## src/rtl/prog_loader.sv

```systemverilog
// 8N1 serial program loader: a sync byte opens a session, the next 16 bytes are written to RAM 0..15.
// Define PROG_LOADER_CHECKSUM_EN to require a trailing modulo-256 checksum byte before load_done.
module prog_loader #(
    parameter int         CLKS_PER_BIT   = 16,
    parameter logic [7:0] SYNC_BYTE      = 8'hA5,
    parameter int         TIMEOUT_CYCLES = 65536
) (
    input  logic       fastClk,
    input  logic       rst,
    input  logic       rx,
    output logic       prog_mode,
    output logic [3:0] prog_addr,
    output logic [7:0] prog_data,
    output logic       prog_we,
    output logic       busy,
    output logic       load_done,
    output logic       load_err,
    output logic       frame_err
);
    localparam int CW = $clog2(CLKS_PER_BIT);
    localparam int TW = $clog2(TIMEOUT_CYCLES + 1);
    localparam logic [CW-1:0] HALF_LAST    = CW'(CLKS_PER_BIT / 2 - 1);
    localparam logic [CW-1:0] BIT_LAST     = CW'(CLKS_PER_BIT - 1);
    localparam logic [TW-1:0] TIMEOUT_LAST = TW'(TIMEOUT_CYCLES - 1);

    typedef enum logic [1:0] {RX_IDLE, RX_START, RX_DATA, RX_STOP} rx_state_t;
`ifdef PROG_LOADER_CHECKSUM_EN
    typedef enum logic [2:0] {L_IDLE, L_RECV, L_WRITE, L_DONE, L_CHECK} ld_state_t;
`else
    typedef enum logic [2:0] {L_IDLE, L_RECV, L_WRITE, L_DONE} ld_state_t;
`endif

    logic          rx_meta_q, rx_sync_q;
    rx_state_t     rx_state_q, rx_state_d;
    logic [CW-1:0] clk_cnt_q, clk_cnt_d;
    logic [2:0]    bit_cnt_q, bit_cnt_d;
    logic [7:0]    shift_q, shift_d, rx_byte_q, rx_byte_d;
    logic          byte_valid_q, byte_valid_d, frame_err_q, frame_err_d, busy_q, busy_d;

    ld_state_t     ld_state_q, ld_state_d;
    logic [3:0]    addr_q, addr_d, prog_addr_q, prog_addr_d;
    logic [TW-1:0] timer_q, timer_d, timer_inc;
    logic [7:0]    prog_data_q, prog_data_d;
    logic          prog_mode_q, prog_mode_d, prog_we_q, prog_we_d;
    logic          load_done_q, load_done_d, load_err_q, load_err_d;
    logic          in_wait;
`ifdef PROG_LOADER_CHECKSUM_EN
    logic [7:0]    sum_q, sum_d;
`endif

    always_comb begin
        rx_state_d   = rx_state_q;
        clk_cnt_d    = clk_cnt_q;
        bit_cnt_d    = bit_cnt_q;
        shift_d      = shift_q;
        rx_byte_d    = rx_byte_q;
        byte_valid_d = 1'b0;
        frame_err_d  = 1'b0;
        unique case (rx_state_q)
            RX_IDLE: if (!rx_sync_q) begin
                rx_state_d = RX_START;
                clk_cnt_d  = '0;
                bit_cnt_d  = '0;
            end
            RX_START: if (clk_cnt_q == HALF_LAST) begin
                clk_cnt_d  = '0;
                rx_state_d = rx_sync_q ? RX_IDLE : RX_DATA;
            end else begin
                clk_cnt_d = clk_cnt_q + CW'(1);
            end
            RX_DATA: if (clk_cnt_q == BIT_LAST) begin
                clk_cnt_d = '0;
                shift_d   = {rx_sync_q, shift_q[7:1]};
                if (bit_cnt_q == 3'd7) rx_state_d = RX_STOP;
                else                   bit_cnt_d  = bit_cnt_q + 3'd1;
            end else begin
                clk_cnt_d = clk_cnt_q + CW'(1);
            end
            RX_STOP: if (clk_cnt_q == BIT_LAST) begin
                rx_state_d = RX_IDLE;
                if (rx_sync_q) begin
                    byte_valid_d = 1'b1;
                    rx_byte_d    = shift_q;
                end else begin
                    frame_err_d = 1'b1;
                end
            end else begin
                clk_cnt_d = clk_cnt_q + CW'(1);
            end
            default: rx_state_d = RX_IDLE;
        endcase
        busy_d = (rx_state_d != RX_IDLE);
    end

    always_comb begin
        ld_state_d  = ld_state_q;
        addr_d      = addr_q;
        prog_mode_d = prog_mode_q;
        prog_addr_d = prog_addr_q;
        prog_data_d = prog_data_q;
        prog_we_d   = 1'b0;
        load_done_d = 1'b0;
        load_err_d  = 1'b0;
        timer_inc   = timer_q + TW'(1);
        timer_d     = byte_valid_q ? '0 : timer_inc;
`ifdef PROG_LOADER_CHECKSUM_EN
        sum_d       = sum_q;
        in_wait     = (ld_state_q == L_RECV) || (ld_state_q == L_CHECK);
`else
        in_wait     = (ld_state_q == L_RECV);
`endif
        unique case (ld_state_q)
            L_IDLE: if (byte_valid_q && rx_byte_q == SYNC_BYTE) begin
                ld_state_d  = L_RECV;
                addr_d      = '0;
                prog_mode_d = 1'b1;
`ifdef PROG_LOADER_CHECKSUM_EN
                sum_d       = '0;
`endif
            end
            L_RECV: if (byte_valid_q) begin
                prog_data_d = rx_byte_q;
                prog_addr_d = addr_q;
                prog_we_d   = 1'b1;
                ld_state_d  = L_WRITE;
`ifdef PROG_LOADER_CHECKSUM_EN
                sum_d       = sum_q + rx_byte_q;
`endif
            end
            L_WRITE: if (addr_q == 4'd15) begin
`ifdef PROG_LOADER_CHECKSUM_EN
                ld_state_d  = L_CHECK;
`else
                ld_state_d  = L_DONE;
                load_done_d = 1'b1;
`endif
            end else begin
                addr_d     = addr_q + 4'd1;
                ld_state_d = L_RECV;
            end
            L_DONE: begin
                prog_mode_d = 1'b0;
                ld_state_d  = L_IDLE;
            end
`ifdef PROG_LOADER_CHECKSUM_EN
            L_CHECK: if (byte_valid_q) begin
                if (rx_byte_q == sum_q) begin
                    load_done_d = 1'b1;
                    ld_state_d  = L_DONE;
                end else begin
                    load_err_d  = 1'b1;
                    prog_mode_d = 1'b0;
                    ld_state_d  = L_IDLE;
                end
            end
`endif
            default: ld_state_d = L_IDLE;
        endcase
        // Abort uses the receiver's next-state flag so load_err lines up with frame_err.
        if (in_wait && (frame_err_d || (!byte_valid_q && timer_inc == TIMEOUT_LAST))) begin
            load_err_d  = 1'b1;
            prog_mode_d = 1'b0;
            prog_we_d   = 1'b0;
            ld_state_d  = L_IDLE;
        end
        if (ld_state_d == L_IDLE) timer_d = '0;
    end

    always_ff @(posedge fastClk) begin
        if (!rst) begin
            rx_meta_q    <= 1'b1;
            rx_sync_q    <= 1'b1;
            rx_state_q   <= RX_IDLE;
            clk_cnt_q    <= '0;
            bit_cnt_q    <= '0;
            shift_q      <= '0;
            rx_byte_q    <= '0;
            byte_valid_q <= 1'b0;
            frame_err_q  <= 1'b0;
            busy_q       <= 1'b0;
            ld_state_q   <= L_IDLE;
            addr_q       <= '0;
            timer_q      <= '0;
            prog_mode_q  <= 1'b0;
            prog_addr_q  <= '0;
            prog_data_q  <= '0;
            prog_we_q    <= 1'b0;
            load_done_q  <= 1'b0;
            load_err_q   <= 1'b0;
`ifdef PROG_LOADER_CHECKSUM_EN
            sum_q        <= '0;
`endif
        end else begin
            rx_meta_q    <= rx;
            rx_sync_q    <= rx_meta_q;
            rx_state_q   <= rx_state_d;
            clk_cnt_q    <= clk_cnt_d;
            bit_cnt_q    <= bit_cnt_d;
            shift_q      <= shift_d;
            rx_byte_q    <= rx_byte_d;
            byte_valid_q <= byte_valid_d;
            frame_err_q  <= frame_err_d;
            busy_q       <= busy_d;
            ld_state_q   <= ld_state_d;
            addr_q       <= addr_d;
            timer_q      <= timer_d;
            prog_mode_q  <= prog_mode_d;
            prog_addr_q  <= prog_addr_d;
            prog_data_q  <= prog_data_d;
            prog_we_q    <= prog_we_d;
            load_done_q  <= load_done_d;
            load_err_q   <= load_err_d;
`ifdef PROG_LOADER_CHECKSUM_EN
            sum_q        <= sum_d;
`endif
        end
    end

    assign prog_mode = prog_mode_q;
    assign prog_addr = prog_addr_q;
    assign prog_data = prog_data_q;
    assign prog_we   = prog_we_q;
    assign busy      = busy_q;
    assign load_done = load_done_q;
    assign load_err  = load_err_q;
    assign frame_err = frame_err_q;
endmodule

```

## config.mk

```make
export PLATFORM = sky130hd
export DESIGN_NAME = prog_loader
export DESIGN_NICKNAME = d
export VERILOG_FILES = /design/src/rtl/prog_loader.sv
export SDC_FILE = /design/constraint.sdc
export NUM_CORES = 1
export LEC_CHECK = 0
export ABC_AREA = 1
export ABC_CLOCK_PERIOD_IN_PS = 4100
export CAP_MARGIN = 5
export CORE_ASPECT_RATIO = 1.2
export CORE_MARGIN = 1.5
export CORE_UTILIZATION = 40
export CTS_CLUSTER_DIAMETER = 100
export DETAILED_ROUTE_END_ITERATION = 6
export PLACE_DENSITY = 0.58
export SYNTH_ARGS = -nofsm -noshare
export SYNTH_HDL_FRONTEND = slang
export SYNTH_SLANG_ARGS = --single-unit
```

## constraint.sdc

```tcl
create_clock -name fastClk -period 4.1 [get_ports fastClk]
set_input_delay 0.41 -clock fastClk [delete_from_list [all_inputs] [get_ports fastClk]]
set_output_delay 0.41 -clock fastClk [all_outputs]
set_load 0.02 [all_outputs]
```

==> results.json <==
{
  "clock_path_buffers": 2,
  "fin_nets": 454,
  "ys_ff_latch": 70,
  "ys_seq_area_frac": 0.460,
  "cts_tree": "built",
  "worst_clock_skew_ns": 0.00818,
  "ys_top_cells_by_area": "dfxtp_1 46%, nor2_1 11%, nand2_1 9.6%, o21ai_0 5.7%, inv_1 5.4%",
  "max_freq_ghz": 0.454,
  "grt_max_degree": 37,
  "final_antenna_net_count": 0,
  "num_vias": 2605,
  "grt_pass1_vias": 2451,
  "n_fill_cell": 774,
  "synthToLayoutAreaGrowth_pct": 14.9,
  "crit_type": "flip-flop to flip-flop",
  "synth_top_area_cell": "dfxtp_1",
  "port_buffers": 20,
  "coreArea_um2": 7320,
  "rsz0062_at_grt": "no",
  "ys.flop_type": "dfxtp_1",
  "syn_area_um2": 3050,
  "gp_congestion": 0.754,
  "grt_usage": 0.169,
  "worstMarginPinSlew_ns": 0.648,
  "ir_drop_mv": 0.200,
  "post_dp_cell_area_um2": 3310,
  "reg2reg_from": "timer_q[1]",
  "ctsHoldBuffers": 0,
  "setup_violations": 0,
  "routed_wl_mm": 6.17,
  "maxCapViolations": 0,
  "grtUsageMet1": 0.207,
  "hold_end": "rx_sync_q",
  "reg2reg_slack_ns": 1.90,
  "num_antenna_cells": 0,
  "drc": 0,
  "ys_async_sr_fraction": 0,
  "finalCritPeriodShare": 0.538,
  "cts_sinks": 70,
  "hold_path_class": "flip-flop to flip-flop",
  "holdPathStages": 1,
  "drive_gt1_frac": 0.0844,
  "io_pins": 21,
  "layout_setup_ws_ns": 1.90,
  "worstPathArrival_ns": 2.40,
  "final_area_um2": 3500,
  "synth_edf_count": 0,
  "p_per_area_nw_per_um2": 352,
  "synth.avg_cell_area_um2": 7.21,
  "grt_first_pass_wirelength_mm": 10.6,
  "status": "finished clean",
  "synth.distinct_cells": 32,
  "postCtsSetupRepairBufs": 0,
  "final_cells": 540,
  "clk_latency_ns": 0.34,
  "die_x_um": 82.7,
  "met2_usage": 0.278,
  "antenna_found_initial": 0,
  "use_met3": 0.0287,
  "dp_slack_ns": 1.84,
  "finalPower_w": 0.00123,
  "cp-end-kind": "flip-flop",
  "routedWlPerCell_um": 11.4,
  "yosys_warnings": 0,
  "hold_viol": 0,
  "dieArea_um2": 8150,
  "firstDrtPassIters": 4,
  "dp.cells": 524,
  "total_leakage_power_nw": 1.37,
  "hp-start": "rx_meta_q",
  "vias_per_cell": 4.82,
  "synth.most_common_cell": "nor2_1",
  "slew_violations": 0,
  "syn_nets": 432,
  "path_clk_slew_ns": 0.08,
  "synth_common_cells": "93 x nor2_1, 78 x nand2_1, 70 x dfxtp_1, 44 x inv_1, 35 x o21ai_0",
  "setup_tns_ns": 0,
  "max-slew-margin-rel": 0.566,
  "chipHeight_um": 98.6,
  "ff2ff_path_depth": 14,
  "start_util": 0.417,
  "gr-max-usage-layer": "met2",
  "cp-start-kind": "flip-flop",
  "cts_root_buf": "clkbuf_8",
  "numCtsBuffers": 9,
  "row_count": 34,
  "synth_top_cell_area_share": 0.460,
  "crit_fanout": 17,
  "grt_remaining_overflow": 0,
  "syn_inst": 423,
  "rr_endpoint": "timer_q[1]",
  "hpwl_mm": 4.53,
  "cts_resized": 0,
  "first_iter_violations": 65,
  "worstPathRequired_ns": 4.30,
  "htreeDepth": 3,
  "period_needed_ns": 2.20
}
[logic make-up (layout without fill, tap and decap cells)]
kind of cell | after synthesis | in the layout | synth area share
AOI/OAI and AO/OA | 60 | 60 | 0.110
buffers and inverters | 55 | 82 | 0.0735
other | 1 | 1 | 0.00123
adders and majority gates | 6 | 6 | 0.0246
and+or+nand+nor | 228 | 228 | 0.322
DFF | 70 | 70 | 0.460
xor gates and xnor gates | 3 | 3 | 0.00862
[how the worst max path moves through the flow]
stage,from,end,slack [ns]
6_report,timer_q[1],timer_q[1],1.90
5_1_grt,timer_q[1],timer_q[1],1.63
4_1_cts,timer_q[1],timer_q[1],1.88
3_5_place_dp,rst,timer_q[1],1.84
3_3_place_gp,rst,timer_q[6],1.90
2_1_floorplan,timer_q[1],timer_q[13],2.22
[critical path: stages, from the launching register on]
cell	delay (ns)
dfxtp_1	0.40
ha_1	0.28
nand3_2	0.15
inv_2	0.11
nand2_1	0.09
nand2_1	0.06
nand2_1	0.08
nor2_1	0.09
nand2_1	0.06
nor2_1	0.09
nand3_1	0.08
nand2_1	0.07
nand2_2	0.09
o211ai_4	0.30
nor2_1	0.10
[area by class of cell]
| class | count | area, um^2 | share of cell area |
|---|---|---|---|
| multi-input combinational | 298 | 1420 | 0.406 |
| sequential | 70 | 1400 | 0.400 |
| timing repair buffer | 21 | 208 | 0.0593 |
| inverter | 45 | 169 | 0.0482 |
| clock buffer | 9 | 124 | 0.0354 |
| tap | 90 | 113 | 0.0322 |
| clock inverter | 7 | 63.8 | 0.0182 |
[where the power goes]
| part | switching [W] | internal [W] |
|---|---|---|
| Combinational | 0.0000166 | 0.00000908 |
| Sequential | 0.00000289 | 0.000683 |
| Clock | 0.000288 | 0.000234 |
| Total | 0.000308 | 0.000926 |
[layer usage]
layer | vias to the layer above | share of wire | wire length [um]
met5 | - | 0 | 0
met2 | 19 | 0.50 | 3080
met4 | 0 | 0.014 | 86
li1 | 1391 | - | -
met1 | 1189 | 0.47 | 2870
met3 | 6 | 0.021 | 131
[flip-flops by register name, summed over array words and instances (netlist names), 2 cells and up]
name        flops
prog_addr       4
rx_byte_q       8
rx_state_q      2
shift_q         8
ld_state_q      3
clk_cnt_q       4
addr_q          4
timer_q        17
bit_cnt_q       3
prog_data       8
[cell usage in the layout (no fill, tap or decap), types with 3 or more instances in the layout]
cell | netlist | final
nand2_2 | 4 | 4
nor2_1 | 93 | 93
o21ai_0 | 35 | 35
dfxtp_1 | 70 | 70
clkdlybuf4s50_1 | 0 | 20
nand3_1 | 24 | 24
nor3_1 | 6 | 6
inv_6 | 0 | 3
inv_1 | 44 | 44
nor2_2 | 9 | 9
nand4_1 | 5 | 5
xor2_1 | 3 | 3
nor2_4 | 3 | 3
a21oi_1 | 16 | 16
nand2_1 | 78 | 78
clkbuf_8 | 0 | 9
ha_1 | 6 | 6
[per-stage QoR]
stage / hold WS [ns] / utilization
final: 0.426 / 0.478
after global routing: 0.457 / 0.478
after CTS: 0.431 / 0.478
after detailed placement: 0.411 / 0.453
after global placement: 0.399 / 0.453
after floorplan: 0.393 / -
Power figures use the tool's default switching activity.
